===== src/rtl/octree_cmd_queue.sv =====
`default_nettype none
// ============================================================================
// Module      : octree_cmd_queue
// Description : Command queue and sequencer for the octree engine. Accepts
//               SEARCH/ADD/DEL commands into a circular FIFO and issues them
//               one at a time on ctrl. Each issued command is held until the
//               matching done pulse arrives or the timeout expires.
// Ports       : clk, rst             - clock, synchronous active-high reset
//               cmd_valid/op/ready   - command push handshake (op 0 illegal)
//               flush                - drop all queued, not-yet-issued commands
//               ctrl                 - registered op code to the control stage
//               search/add/del_done  - completion pulses
//               rsp_valid, rsp_op    - one-cycle completion report
//               busy, count          - activity and FIFO occupancy
//               ill_cmd              - pulse after an illegal op is accepted
//               err_timeout          - sticky timeout flag
// Revision    : 1.0 - initial release
// ============================================================================
module octree_cmd_queue #(
    parameter int CONTROL_WIDTH = 8,
    parameter int DEPTH         = 4,
    parameter int TIMEOUT       = 1024
) (
    input  logic                       clk,
    input  logic                       rst,
    input  logic                       cmd_valid,
    input  logic [1:0]                 cmd_op,
    output logic                       cmd_ready,
    input  logic                       flush,
    output logic [CONTROL_WIDTH-1:0]   ctrl,
    input  logic                       search_done,
    input  logic                       add_done,
    input  logic                       del_done,
    output logic                       rsp_valid,
    output logic [1:0]                 rsp_op,
    output logic                       busy,
    output logic [$clog2(DEPTH):0]     count,
    output logic                       ill_cmd,
    output logic                       err_timeout
);

    localparam int c_PTR_W = $clog2(DEPTH);
    localparam int c_CNT_W = c_PTR_W + 1;
    localparam int c_TO_W  = $clog2(TIMEOUT);

    typedef enum logic [1:0] {
        S_IDLE      = 2'd0,
        S_ISSUE     = 2'd1,
        S_WAIT_DONE = 2'd2
    } state_t;

    state_t               r_state;
    logic [1:0]           r_mem [DEPTH];
    logic [c_PTR_W-1:0]   r_wr_ptr;
    logic [c_PTR_W-1:0]   r_rd_ptr;
    logic [c_CNT_W-1:0]   r_count;
    logic [1:0]           r_op;
    logic [c_TO_W-1:0]    r_timer;

    logic w_full;
    logic w_accept;
    logic w_push;
    logic w_pop;
    logic w_match;
    logic w_timeout;

    assign w_full    = (r_count == c_CNT_W'(DEPTH));
    assign cmd_ready = !w_full;
    assign w_accept  = cmd_valid && cmd_ready;
    // Illegal ops complete the handshake but never occupy a slot; a push
    // coinciding with flush is dropped along with the queue contents.
    assign w_push    = w_accept && (cmd_op != 2'd0) && !flush;
    // Pop only from what was stored before this edge, so a push into an
    // empty FIFO is never bypassed straight to the FSM.
    assign w_pop     = (r_state == S_IDLE) && (r_count != '0) && !flush;
    assign w_match   = ((r_op == 2'd1) && search_done) ||
                       ((r_op == 2'd2) && add_done)    ||
                       ((r_op == 2'd3) && del_done);
    assign w_timeout = (r_timer == c_TO_W'(TIMEOUT - 1));

    assign count = r_count;
    assign busy  = (r_state != S_IDLE) || (r_count != '0);

    // Circular command FIFO; pointers wrap naturally since DEPTH is 2^n.
    always_ff @(posedge clk) begin
        if (rst) begin
            for (int i = 0; i < DEPTH; i++) begin
                r_mem[i] <= 2'd0;
            end
            r_wr_ptr <= '0;
            r_rd_ptr <= '0;
            r_count  <= '0;
        end else if (flush) begin
            r_wr_ptr <= '0;
            r_rd_ptr <= '0;
            r_count  <= '0;
        end else begin
            if (w_push) begin
                r_mem[r_wr_ptr] <= cmd_op;
                r_wr_ptr        <= r_wr_ptr + 1'b1;
            end
            if (w_pop) begin
                r_rd_ptr <= r_rd_ptr + 1'b1;
            end
            r_count <= r_count + c_CNT_W'(w_push) - c_CNT_W'(w_pop);
        end
    end

    // Issue sequencer. ctrl and the response are registered so they are
    // glitch-free toward the control stage.
    always_ff @(posedge clk) begin
        if (rst) begin
            r_state     <= S_IDLE;
            r_op        <= 2'd0;
            r_timer     <= '0;
            ctrl        <= '0;
            rsp_valid   <= 1'b0;
            rsp_op      <= 2'd0;
            ill_cmd     <= 1'b0;
            err_timeout <= 1'b0;
        end else begin
            ill_cmd   <= w_accept && (cmd_op == 2'd0);
            ctrl      <= '0;
            rsp_valid <= 1'b0;
            rsp_op    <= 2'd0;
            case (r_state)
                S_IDLE: begin
                    if (w_pop) begin
                        r_op    <= r_mem[r_rd_ptr];
                        ctrl    <= CONTROL_WIDTH'(r_mem[r_rd_ptr]);
                        r_state <= S_ISSUE;
                    end
                end
                S_ISSUE: begin
                    r_timer <= '0;
                    r_state <= S_WAIT_DONE;
                end
                S_WAIT_DONE: begin
                    // A matching done on the last allowed cycle still counts.
                    if (w_match) begin
                        rsp_valid <= 1'b1;
                        rsp_op    <= r_op;
                        r_state   <= S_IDLE;
                    end else if (w_timeout) begin
                        err_timeout <= 1'b1;
                        r_state     <= S_IDLE;
                    end else begin
                        r_timer <= r_timer + 1'b1;
                    end
                end
                default: begin
                    r_state <= S_IDLE;
                end
            endcase
        end
    end

endmodule
`default_nettype wire


===== config.mk =====
export PLATFORM = sky130hd
export DESIGN_NAME = octree_cmd_queue
export DESIGN_NICKNAME = d
export VERILOG_FILES = /design/src/rtl/octree_cmd_queue.sv
export SDC_FILE = /design/constraint.sdc
export NUM_CORES = 1
export LEC_CHECK = 0
export ABC_AREA = 0
export CAP_MARGIN = 15
export CELL_PAD_IN_SITES_DETAIL_PLACEMENT = 1
export CELL_PAD_IN_SITES_GLOBAL_PLACEMENT = 2
export CORE_MARGIN = 5
export CORE_UTILIZATION = 32
export CTS_BUF_LIST = sky130_fd_sc_hd__clkbuf_16
export CTS_CLUSTER_DIAMETER = 40
export DETAILED_ROUTE_END_ITERATION = 10
export GPL_ROUTABILITY_DRIVEN = 0
export GPL_TIMING_DRIVEN = 0
export PLACE_DENSITY = 0.82
export SYNTH_ARGS = -nofsm -noshare
export SYNTH_HDL_FRONTEND = slang
export SYNTH_SLANG_ARGS = --single-unit

===== constraint.sdc =====
create_clock -name clk -period 3.3 [get_ports clk]
set_input_delay 0.33 -clock clk [delete_from_list [all_inputs] [get_ports clk]]
set_output_delay 0.33 -clock clk [all_outputs]
set_load 0.02 [all_outputs]

==> results, run 1 <==
- The number of fillers in the final layout is 640.
- During I/O placement, the number of pins put on the boundary was 27.
- The largest individual stage delay along the critical path comes from the cell sky130_fd_sc_hd__or3b_2.
- The buffering stage count on the worst path with inverters included is 2.
- The internal power component is 0.878 mW.
- The detailed-routing iteration count for the pre-antenna-repair pass is 4.
- Sorting the synthesized cells by area gives the leading types as sky130_fd_sc_hd__dfxtp_1, sky130_fd_sc_hd__edfxtp_1, sky130_fd_sc_hd__nor2_1.
- Entering global routing, the biggest net connects 13 pins.
- Once placement completed, the tool counted placed cells totaling around 290.
- The total via count in the routed design is 1,410.
- After synthesis the netlist holds a flip-flop and latch count of 38.
- The repair_antennas step left the layout with diodes totalling 0.
- The count of input and output buffers is 19.
- For this run the aggregate overflow at the end of global routing stands at 0.
- The count of standard-cell rows is 27.
- The signal on the critical path passes through or3b_2, clkbuf_1, and3_1, clkbuf_1, xnor2_1, nor2_1, ha_1, fa_1, xnor2_1, xnor2_1, nor2_1.
- The initial core utilization is 32.5%.
- The average routed wire per standard cell is 13.3 µm.
- The die is 84.3 µm wide.
- The relative max-transition margin is between 30 and 40%.
- The sequential share of power is 43.8%.
- The simple-gate area share of the yosys netlist is roughly 22%.
- The worst-path maximum fanout is 5.
- The worst clock skew is 0.00528 ns.
- After synthesis, the share of cell area in mux cells is between 3 and 4%.
- The depth of the worst register-to-register path is 11.
- In the final layout, the share of cells above drive strength 1 is 10.8%.
- The total stage count of the critical path is 11.
- Summed over all cells, the static leakage comes to slightly above 0.8 nW.
- Counting along the longest clock path gives a buffer depth of 2.
- After routing, the total negative slack on setup checks comes to 0 ns.
- The fraction of power spent switching nets is 21.4%.
- The part of the total power dissipated in the clock network is 47.7%.
- The H-tree depth is 2.
- The slew at the pin closest to its max-slew limit is 0.987 ns.
- The wire-length estimate of the detail-placed layout is between 2000 and 3000 µm.
- The number of clock buffers added by TritonCTS is 5.
- The die area is 7110 µm².
- The setup violation total in the final timing report is 0.
- The mean area per synthesized cell is 9.30 µm².
- The clock network latency to the later pin of the worst-skew pair is 0.28 ns.
- The worst setup path is launched from a flip-flop.
- Counting distinct cell types in the post-synthesis netlist gives 49.
- The cell area that synthesis handed to floorplanning was 1770 µm².
- The initial antenna violation count came to 0.
- The top cell family by delay on the critical path is simple AND/OR/NAND/NOR gates.
- In this run, synthesis inferred 8 flip-flops with an integrated enable.
- Subtracting the final worst setup slack from the clock period gives approximately 2.6 ns.
- Setup repair after global routing left no endpoint under its margin.
- Among all cell types in the netlist, the one instantiated most often is sky130_fd_sc_hd__dfxtp_1.
- The clock sink total is 38.
- The post-CTS clock slew at the launch and capture registers of the worst setup and hold paths is 0.06 ns.
- The area share of the leading cell type in the synthesized netlist is between 30% and 40%.
- The biggest area contributor in the post-synthesis netlist is sky130_fd_sc_hd__dfxtp_1.
- The peak ir drop on the vdd network is 0.000206 V.
- Global routing used 11.7% of the available tracks across all layers.
- The prevailing post-synth register cell is sky130_fd_sc_hd__dfxtp_1.
- For this run, the register share of the synthesized area comes to around 48%.
- In this design, the critical path's most frequently occurring cell is sky130_fd_sc_hd__xnor2_1.
- The critical path in this run is classified as flip-flop to flip-flop.
- The power spent charging and discharging nets is 0.239 mW.
- The hold path depth is 2.
- For the worst setup path, the data arrival time is around 2.8 ns.
- The xor and xnor area share after synthesis is 4.46%.
- STA puts the critical path data required time at around 3.5 ns.
- The number of instances in the synthesized netlist is 190.
- Relative to the synthesized area, the layout overhead comes to 26.3%.
- The final max-slew violation count is 0.
- The routed via count divided by cell count is approximately 4.8.
- After the flow finishes, the layout carries non-filler instances totaling 294.
- The number of global-route vias before repair is approximately 1,400.
- The hold violation count in the final report is 0.
- The type of the most critical hold path is flip-flop to flip-flop.
- Combinational logic is responsible for 8.5% of the overall power.
- In the final design database the tool counted ~230 nets.
- After clock tree synthesis, the repair step resized 0 gates.
- TritonCTS built the clock tree.
- The count of nets left with antenna violations once routing finished came out at 0.
- The Yosys step of the flow raised 0 warnings.
- In the routed design, unresolved DRC markers number 0.
- For this block, the initial DRC count from the detailed router was 85.
- Ranked by instance count, the synthesized netlist is headed by sky130_fd_sc_hd__dfxtp_1, sky130_fd_sc_hd__nor2_1, sky130_fd_sc_hd__inv_1.
- The complex-gate fraction of the synthesized area is ~13%.
- The worst setup path is captured at a flip-flop.
- Based on the critical path, the design can be clocked at up to 0.381 GHz.
- The run finished with clean final reports.
- Summed over all layers, the routed wires come to roughly 3900 µm.
- The power per cell area is 501 nW/µm².
- From bottom edge to top edge, the die measures 84.3 µm.
- The number of buffers inserted for hold repair after clock tree synthesis is 0.
- By area, the combinational part of the netlist is dominated by simple AND/OR/NAND/NOR gates.
- For this run, asynchronously set or reset flops after synthesis account for 0%.
- The synthesized netlist devotes under 10% of its cell area to adder and majority cells.
- The cell sitting at the root of the clock tree is a sky130_fd_sc_hd__clkbuf_16.
- The count of maximum capacitance violations is 0.
- The number of setup buffers added after CTS is 0.
- The total area inside the core boundary comes to approximately 5400 µm².
- The share of the cycle needed by the critical path after routing is 79.5%.
- The first-pass GRT wire length is 6800 µm.
- The worst stage delay on the critical path is 0.47 ns.
logic make-up after synthesis:
group / after synthesis
AND/OR/NAND/NOR: 76
AO/OA/AOI/OAI: 30
other: 1
buffers and inverters: 27
flip-flops: 38
multiplexers: 6
adder cells (fa/ha/maj): 3
XOR/XNOR: 9
power groups by stage:
stage | logic (mW) | clock network (mW) | registers (mW)
6_report | 0.0946 | 0.533 | 0.490
5_1_grt | 0.105 | 0.570 | 0.491
4_1_cts | 0.0954 | 0.547 | 0.490
3_5_place_dp | 0.0947 | 0 | 0.500
3_3_place_gp | 0.0932 | 0 | 0.500
2_1_floorplan | 0.0612 | 0 | 0.501
cell usage in the layout (no fill, tap or decap), types with 2 or more instances in the layout:
cell / count
sky130_fd_sc_hd__and3_1: 2
sky130_fd_sc_hd__a41oi_1: 2
sky130_fd_sc_hd__o221ai_1: 2
sky130_fd_sc_hd__o2bb2ai_1: 3
sky130_fd_sc_hd__ha_1: 2
sky130_fd_sc_hd__clkbuf_1: 7
sky130_fd_sc_hd__o22ai_1: 2
sky130_fd_sc_hd__xnor2_1: 8
sky130_fd_sc_hd__clkinv_2: 2
sky130_fd_sc_hd__buf_4: 6
sky130_fd_sc_hd__and2_1: 4
sky130_fd_sc_hd__edfxtp_1: 8
sky130_fd_sc_hd__nand4_1: 4
sky130_fd_sc_hd__nand3_1: 9
sky130_fd_sc_hd__clkbuf_16: 5
sky130_fd_sc_hd__clkdlybuf4s50_1: 19
sky130_fd_sc_hd__or2_2: 2
sky130_fd_sc_hd__mux2_2: 3
sky130_fd_sc_hd__a31oi_1: 6
sky130_fd_sc_hd__or3_1: 2
sky130_fd_sc_hd__nand2_1: 11
sky130_fd_sc_hd__nand2b_1: 2
sky130_fd_sc_hd__o21ai_0: 3
sky130_fd_sc_hd__o31ai_1: 3
sky130_fd_sc_hd__dfxtp_1: 30
sky130_fd_sc_hd__nor3_1: 7
sky130_fd_sc_hd__conb_1: 6
sky130_fd_sc_hd__mux2i_1: 3
sky130_fd_sc_hd__inv_1: 12
sky130_fd_sc_hd__nor2_1: 24
through the flow:
stage | power (mW) | hold WS [ns] | util (%) | setup slack [ns] | instance area (µm²)
6_report | 1.12 | 0.497 | 41.0 | 0.675 | 2230
5_1_grt | 1.17 | 0.519 | 41.0 | 0.463 | 2230
4_1_cts | 1.13 | 0.497 | 41.0 | 0.637 | 2230
3_5_place_dp | 0.595 | 0.469 | 38.0 | 0.572 | 2070
3_3_place_gp | 0.593 | 0.464 | 38.0 | 0.600 | 2070
2_1_floorplan | 0.562 | 0.448 | - | 0.625 | 1790
layer usage:
layer / global-route usage (%) / vias to the layer above / part of all wire [%]
li1: - / 725 / -
met1: 17.0 / 657 / 53
met2: 16.9 / 26 / 43
met3: 2.55 / 2 / 2.9
met4: 4.75 / 0 / 1.0
met5: 0 / - / 0
flip-flops by register name, summed over array words and instances, names as in the netlist, 2 cells and up, named ones only:
register / cells
count: 3
ctrl: 2
r_mem: 8
r_op: 2
r_rd_ptr: 2
r_state: 2
r_timer: 10
r_wr_ptr: 2
rsp_op: 2
area by class of cell:
type	instances	area [µm²]	area share [%]
Sequential cell	38	841	37.7
Multi-Input combinational cell	130	820	36.7
Timing Repair Buffer	19	190	8.52
Clock buffer	5	125	5.61
Tap cell	72	90.1	4.04
Buffer	15	81.3	3.64
Inverter	12	45.0	2.02
Clock inverter	3	40.0	1.79
worst register-to-register path: cells and delay by family, from the launching register on:
kind	cells	cell delay [ns]
fa+ha+maj	2	0.58
flops	1	0.39
buf+inv	2	0.31
simple gates	4	0.76
xor+xnor	3	0.48
final timing paths:
| kind | end | slack, ns | start |
|---|---|---|---|
| setup / recovery | count[2] | 0.68 | count[2] |
| hold / removal | err_timeout | 0.50 | err_timeout |
| setup reg to reg | count[2] | 0.68 | count[2] |
| hold reg to reg | err_timeout | 0.50 | err_timeout |
Power figures use the tool's default switching activity.
==> run 2: changes to the inputs <==
- clock period: 3.3 -> 2.5 ns (I/O delays scaled with it)
==> run 2 against run 1 <==
Global-route usage grew 0.38 points. Worst hold slack gained 0.0062 ns. Sequential share of layout area shrank 0.75 points. First-iteration DRC count shrank 4.7%. Cell count is the same. Wire length grew 4.0%.
==> results, run 2 (synthesis gave the netlist of run 1 again) <==
- The filler cells instantiated in the layout total 630.
- The pin count of the biggest net entering global routing is 13.
- Data on the critical path is required at its endpoint by 2.66 ns.
- The critical path launch point type is a flip-flop.
- The hold violation count in the final report is 0.
- The initial antenna violation count is 0.
- Clock tree synthesis inserted a total of 5 buffers.
- The fraction of final layout cells sized beyond drive strength 1 is 14.9%.
- Setup repair after global routing left no endpoint under its margin.
- The buffering stage count on the worst path with inverters included is 1.
- The count of input and output buffers is 19.
- The detailed router finished its first iteration with 81 violations.
- The worst-path maximum fanout is 5.
- At the placement stage, the worst setup path has a slack of -0.149 ns.
- Combinational logic burns 8.3% of the power.
- For this block, the via count after detailed routing is 1,416.
- The H-tree depth is 2.
- Once placement finished, the instance area stood at 2080 µm².
- The part of the total power dissipated in the clock network is 50.8%.
- The final layout contains routed wiring with a total length of just over 4000 µm.
- Traced cell by cell, the critical path runs through or3b_2, clkbuf_4, and3_4, xnor2_2, nor2_1, ha_2, fa_2, xnor2_2, xnor2_1, nor2_1.
- The first-pass GRT wire length is 7000 µm.
- After layout, the worst path uses 94.3% of the clock period.
- The arrival time at the worst endpoint is between 2 and 3 ns.
- In the final routed layout, each cell accounts on average for between 10 and 15 µm.
- The flow ran to the end, and the final reports show no timing, DRC or antenna violations.
- In this design, the largest share of critical-path delay is due to simple AND/OR/NAND/NOR gates.
- The relative max-transition margin is 33.2%.
- The power spent charging and discharging nets is approximately 0.32 mW.
- The critical path runs through a total of 10 cells.
- The number of global-route vias before repair is 1,462.
- The placeable core region is 5440 µm².
- The endpoint identified for the worst register-to-register timing path is count[2].
- Clock-pin slew was measured on the worst setup and hold paths at 0.06 ns.
- The post-synthesis to final-layout area growth is 29.8%.
- The number of nets in the layout is 233.
- The number of buffers on the longest clock path is 2.
- The share of total power dissipated in sequential elements is 40.9%.
- For the worst flop-to-flop path, the logic depth is 10.
- The reg-to-reg critical path startpoint is count[1].
- The cell count after placement is 286.
- The height of the chip is 84.3 µm.
- The final max-slew violation count is 0.
- The count of maximum capacitance violations is 0.
- Across all setup checks in the final design, the least slack found is ~0.14 ns.
- Tracing the worst setup path back leads to its startpoint at count[1].
- Once detail routing completed, the nets flagged for antenna violations numbered 0.
- The die is 84.3 µm wide.
- The shortest clock period the worst path allows after layout is ~2.4 ns.
- The type of element capturing the critical path is a flip-flop.
- Using the TritonRoute via totals, the vias-per-cell ratio works out to 4.82.
- For the worst-skew pair, the clock arrives at the later sink with an insertion delay of 0.28 ns.
- Clock skew on the completed layout was measured at just under 0.004 ns.
- After routing the design area is 2290 µm².
- The slowest stage cell on the critical path is sky130_fd_sc_hd__or3b_2.
- The type of the most critical hold path is flip-flop to flip-flop.
- The worst setup path endpoint is count[2].
- For flop-to-flop paths, the worst setup slack is 0.14 ns.
- The number of flip-flops in the largest register is 10.
- The clock root buffer is sky130_fd_sc_hd__clkbuf_16.
- The internal power component is 1.26 mW.
- The number of buffers inserted for hold repair after clock tree synthesis is 0.
- Once the floorplan was initialized, standard cells occupied 32.5% of the core.
- The clock sink total is 38.
- The library cell used most frequently in the layout, excluding fill and tap cells, is sky130_fd_sc_hd__dfxtp_1.
- In the layout the commonest cells are sky130_fd_sc_hd__dfxtp_1, sky130_fd_sc_hd__nor2_1, sky130_fd_sc_hd__clkdlybuf4s50_1.
- The number of non-filler instances in the completed layout is between 200 and 300.
- The power per cell area is 689 nW/µm².
- The count of standard-cell rows is 27.
- The die covers 7110 µm².
- 27 I/O pins were placed.
- In the global route stage, overall resource usage came out at between 10% and 20%.
- The leftover overflow at the end of global routing is 0.
- The post-detailed-route DRC marker count is 0.
- In this design, the stage delay of the slowest critical-path cell is 0.46 ns.
- The achievable clock frequency is between 0.4 and 0.5 GHz.
- The clock tree from TritonCTS is yes.
- The most flop-heavy register is r_timer.
- In this run the static leakage power is 0.838 nW.
- Setup violations remaining at the end of the flow were counted as 0.
- The first detailed-routing pass ran for 4 iterations.
- The critical path is of the flip-flop to flip-flop type.
- The slew at the pin closest to its max-slew limit is 0.999 ns.
- 0 antenna diodes ended up in the layout.
- The estimated wirelength of the detail-placed design is 2910 µm.
- VDD sags by at most ~0.00029 V.
- Of the total power, the share spent switching nets is 20.1%.
run 2: what timing repair did:
action                                  CTS  global route
pin swaps                                 1             2
endpoints found under the setup margin    1             1
resized for setup                         2             4
cloned                                    0             0
setup buffers                             0             1
run 2: worst min-delay path by stage:
stage	startpoint	end	slack, ns	cells past startpoint
global route	r_op[0]	r_op[0]	0.53	1
floorplan	cmd_valid	ill_cmd	0.37	2
CTS	r_timer[1]	r_timer[1]	0.50	2
global placement	err_timeout	err_timeout	0.47	2
finish	err_timeout	err_timeout	0.50	2
detailed placement	err_timeout	err_timeout	0.47	2
run 2: final cells by class:
class | count | area, µm² | area share [%]
clock inverters | 3 | 63.8 | 2.78
inverters | 12 | 45.0 | 1.96
multi-input cells | 130 | 845 | 36.8
clock buffers | 5 | 125 | 5.45
well taps | 72 | 90.1 | 3.93
flip-flops and latches | 38 | 847 | 36.9
plain buffers | 14 | 81.3 | 3.54
repair buffers | 20 | 198 | 8.62
run 2: worst register-to-register path: stages (launching register included):
cell	delay, ns
sky130_fd_sc_hd__dfxtp_2	0.34
sky130_fd_sc_hd__or3b_2	0.46
sky130_fd_sc_hd__clkbuf_4	0.17
sky130_fd_sc_hd__and3_4	0.19
sky130_fd_sc_hd__xnor2_2	0.12
sky130_fd_sc_hd__nor2_1	0.06
sky130_fd_sc_hd__ha_2	0.19
sky130_fd_sc_hd__fa_2	0.35
sky130_fd_sc_hd__xnor2_2	0.14
sky130_fd_sc_hd__xnor2_1	0.17
sky130_fd_sc_hd__nor2_1	0.05
run 2: layer usage:
layer / vias to the layer above / track usage (%) / share of wire [%]
met5: - / 0 / 0
met4: 0 / 5.61 / 1.6
met3: 5 / 2.16 / 3.2
met2: 28 / 18.4 / 43
met1: 663 / 16.7 / 52
li1: 720 / - / -
run 2: metrics by stage:
| step | hold slack (ns) | TNS (ns) | total power, mW | util, % |
|---|---|---|---|---|
| 5_1_grt | 0.526 | 0 | 1.64 | 42.2 |
| 3_5_place_dp | 0.472 | -0.149 | 0.785 | 38.2 |
| 6_report | 0.503 | 0 | 1.58 | 42.2 |
| 3_3_place_gp | 0.468 | -0.123 | 0.783 | 38.2 |
| 2_1_floorplan | 0.368 | 0 | 0.742 | - |
| 4_1_cts | 0.501 | 0 | 1.59 | 41.7 |
run 2: power groups by stage:
stage | registers (mW) | clock network [mW] | logic, mW
floorplan | 0.661 | 0 | 0.0812
global placement | 0.659 | 0 | 0.124
detailed placement | 0.660 | 0 | 0.125
CTS | 0.647 | 0.818 | 0.127
global route | 0.648 | 0.842 | 0.147
finish | 0.646 | 0.804 | 0.132
==> run 3: changes to the inputs <==
- CORE_UTILIZATION: 32 -> 38
- DONT_BUFFER_PORTS: not set -> 1
==> run 3 against run 2 <==
Critical path depth unchanged. Via count down 1.3%. Clock power down 11%. Combinational power down 18%. Total power down 7.1%. Wire length up 1.3%. Global-route usage up 2.5 points. Non-clock buffer count down 20. Maximum frequency down 1.4%. Worst hold slack worse by 0.42 ns. Critical path type unchanged.
==> results, run 3 (synthesis gave the netlist of run 1 again) <==
- The height of the chip is 78.2 µm.
- The overall fraction of global-route tracks in use is 14.6%.
- For this design the static power due to leakage is roughly 0.75 nW.
- TritonCTS built the clock tree.
- The I/O pin count is 27.
- The top cell types in the final layout, fill and taps aside, are sky130_fd_sc_hd__dfxtp_1, sky130_fd_sc_hd__nor2_1, sky130_fd_sc_hd__inv_1.
- For this run, the top clock speed supported by timing is around 0.42 GHz.
- The fraction of final layout cells sized beyond drive strength 1 is 16.3%.
- The die covers just over 6000 µm².
- Setup violations remaining at the end of the flow were counted as 0.
- Combinational logic burns 7.4% of the power.
- The clock network latency to the later pin of the worst-skew pair is 0.27 ns.
- The most flop-heavy register is r_timer.
- The number of buffers on the longest clock path is 2.
- Entering global routing, the biggest net connects 14 pins.
- The initial antenna violation count is 0.
- The part of the total power dissipated in the clock network is 48.4%.
- The first global-routing pass estimated around 7200 µm of wire.
- The flow ran to the end, and the final reports show no timing, DRC or antenna violations.
- The tightest min-delay check is of the input port to flip-flop type.
- The register with the most flip-flops in the layout has 10 of them.
- At the end of the flow, the number of nets in the layout was 213.
- In this run the critical register-to-register path is launched from count[2].
- Clock tree synthesis inserted a total of 5 buffers.
- The beginning of the critical path is count[2].
- The total via count in the routed design is ~1,400.
- The sequential share of power is 44.2%.
- The shortest clock period the worst path allows after layout is 2.39 ns.
- The detailed router's first-iteration violation count is 61.
- Dividing the detail-routed via count by the number of cells gives approximately 5.5.
- At the worst endpoint, the required time is 2.65 ns.
- The hold violation count in the final report was 0.
- The worst-path maximum fanout is 5.
- The detailed-routing iteration count for the pre-antenna-repair pass is 4.
- The post-detailed-route DRC marker count is 0.
- The post-synthesis to final-layout area growth is 16.8%.
- The final critical path takes up 95.6% of the cycle.
- The power spent charging and discharging nets is 0.322 mW.
- Setup repair after global routing left no endpoint under its margin.
- The number of buffers inserted for hold repair after clock tree synthesis is 0.
- The post-layout total power is 1.47 mW.
- The count of input and output buffers is 0.
- The depth of the worst register-to-register path is 10.
- The worst clock skew is about 0.0044 ns.
- The region available for standard cell placement spans 4440 µm².
- The H-tree depth is 2.
- The worst register-to-register path has a setup slack of 0.11 ns.
- The type of element capturing the critical path is a flip-flop.
- The library cell used most frequently in the layout, excluding fill and tap cells, is sky130_fd_sc_hd__dfxtp_1.
- In this run switching power makes up 21.9% of total power.
- The most critical setup path has its endpoint at count[2].
- The internal power of the cells totals 1.15 mW.
- Across the run, the number of max-cap violations was 0.
- In this run, placement finished with an instance count of 247.
- The arrival time at the worst endpoint is 2.54 ns.
- After clock tree synthesis, the clock-pin slew on the worst setup and hold paths is 0.06 ns.
- The number of nets with antenna violations after routing is 0.
- The total area of sequential cells is ~850 µm².
- The estimated wirelength of the detail-placed design is between 3000 and 4000 µm.
- The finished layout holds 254 standard cells, fillers aside.
- The total length of routed wires is about 4100 µm.
- For this configuration, the core starts out at a cell density of about 40%.
- The number of global-route vias before repair is 1,493.
- For the pin with the worst max-slew slack, the measured transition is ~1.0 ns.
- The relative max-transition margin is between 30% and 40%.
- The power per cell area is 712 nW/µm².
- The peak ir drop on the vdd network is roughly 0.00033 V.
- The clock sink total is 38.
- The die is between 70 and 80 µm wide.
- The diode insertion count for antenna repair is 0.
- The critical path in this run is classified as flip-flop to flip-flop.
- The worst setup path is launched from a flip-flop.
- The filler cells instantiated in the layout total about 520.
- The endpoint identified for the worst register-to-register timing path is count[2].
- After clock tree synthesis, the setup repair step added 0 buffers.
- The count of standard-cell rows is 24.
- The final max-slew violation count was 0.
- The combined area of the multi-input logic cells is 847 µm².
- The clock root buffer is sky130_fd_sc_hd__clkbuf_16.
- Summed over all layers, the global routing overflow is 0.
- The average routed wire per standard cell is ~16 µm.
==> run 3: area by class of cell <==
cell class                 count  area share [%]
sequential                    38            41.2
multi-input combinational    130            41.0
clock buffer                   5            6.06
buffer                        14            4.24
tap                           52            3.15
clock inverter                 3            2.18
inverter                      12            2.18
==> run 3: worst max-delay path: stages, from the launching register on <==
cell and delay [ns]:
sky130_fd_sc_hd__dfxtp_4 0.40, sky130_fd_sc_hd__or3b_4 0.39, sky130_fd_sc_hd__clkbuf_8 0.17, sky130_fd_sc_hd__and3_4 0.19, sky130_fd_sc_hd__xnor2_2 0.13, sky130_fd_sc_hd__nor2_1 0.08
sky130_fd_sc_hd__ha_2 0.20, sky130_fd_sc_hd__fa_2 0.35, sky130_fd_sc_hd__xnor2_2 0.14, sky130_fd_sc_hd__xnor2_1 0.15, sky130_fd_sc_hd__nor2_1 0.05
==> run 3: through the flow <==
stage          setup WS, ns  area (µm²)  util, %  setup TNS (ns)  hold slack, ns
6_report              0.110        2060     46.5               0          0.0872
3_3_place_gp         -0.130        1860     41.9          -0.130           0.372
5_1_grt             0.00550        2060     46.5               0          0.0806
4_1_cts              0.0252        2050     46.1               0          0.0822
3_5_place_dp         -0.189        1860     41.9          -0.207           0.375
2_1_floorplan       0.00136        1800        -               0           0.368
==> run 3: timing repair <==
action | 4_1_cts | 5_1_grt
endpoints found under the setup margin | 2 | 1
gates cloned | 0 | 0
pin swaps | 1 | 2
gates resized for setup | 6 | 3
==> run 3: power groups by stage <==
stage	combinational, mW	sequential, mW	clock, mW
final	0.108	0.650	0.712
after global routing	0.120	0.651	0.750
after CTS	0.104	0.649	0.723
after detailed placement	0.101	0.664	0
after global placement	0.0956	0.662	0
after floorplan	0.0812	0.661	0
==> run 3: worst min-delay path by stage <==
stage                   end  slack [ns]      start  cells after the start
finish              ill_cmd        0.09  cmd_valid                      2
global route        ill_cmd        0.08  cmd_valid                      2
CTS                 ill_cmd        0.08  cmd_valid                      2
detailed placement  ill_cmd        0.38  cmd_valid                      2
global placement    ill_cmd        0.37  cmd_valid                      2
floorplan           ill_cmd        0.37  cmd_valid                      2
==> run 3: per-layer routing <==
layer	GRT usage, %	up-vias	part of all wire [%]
li1	-	686	-
met1	18.1	682	47
met2	24.5	25	47
met3	3.89	5	5.3
met4	5.24	0	1.1
met5	0	-	0
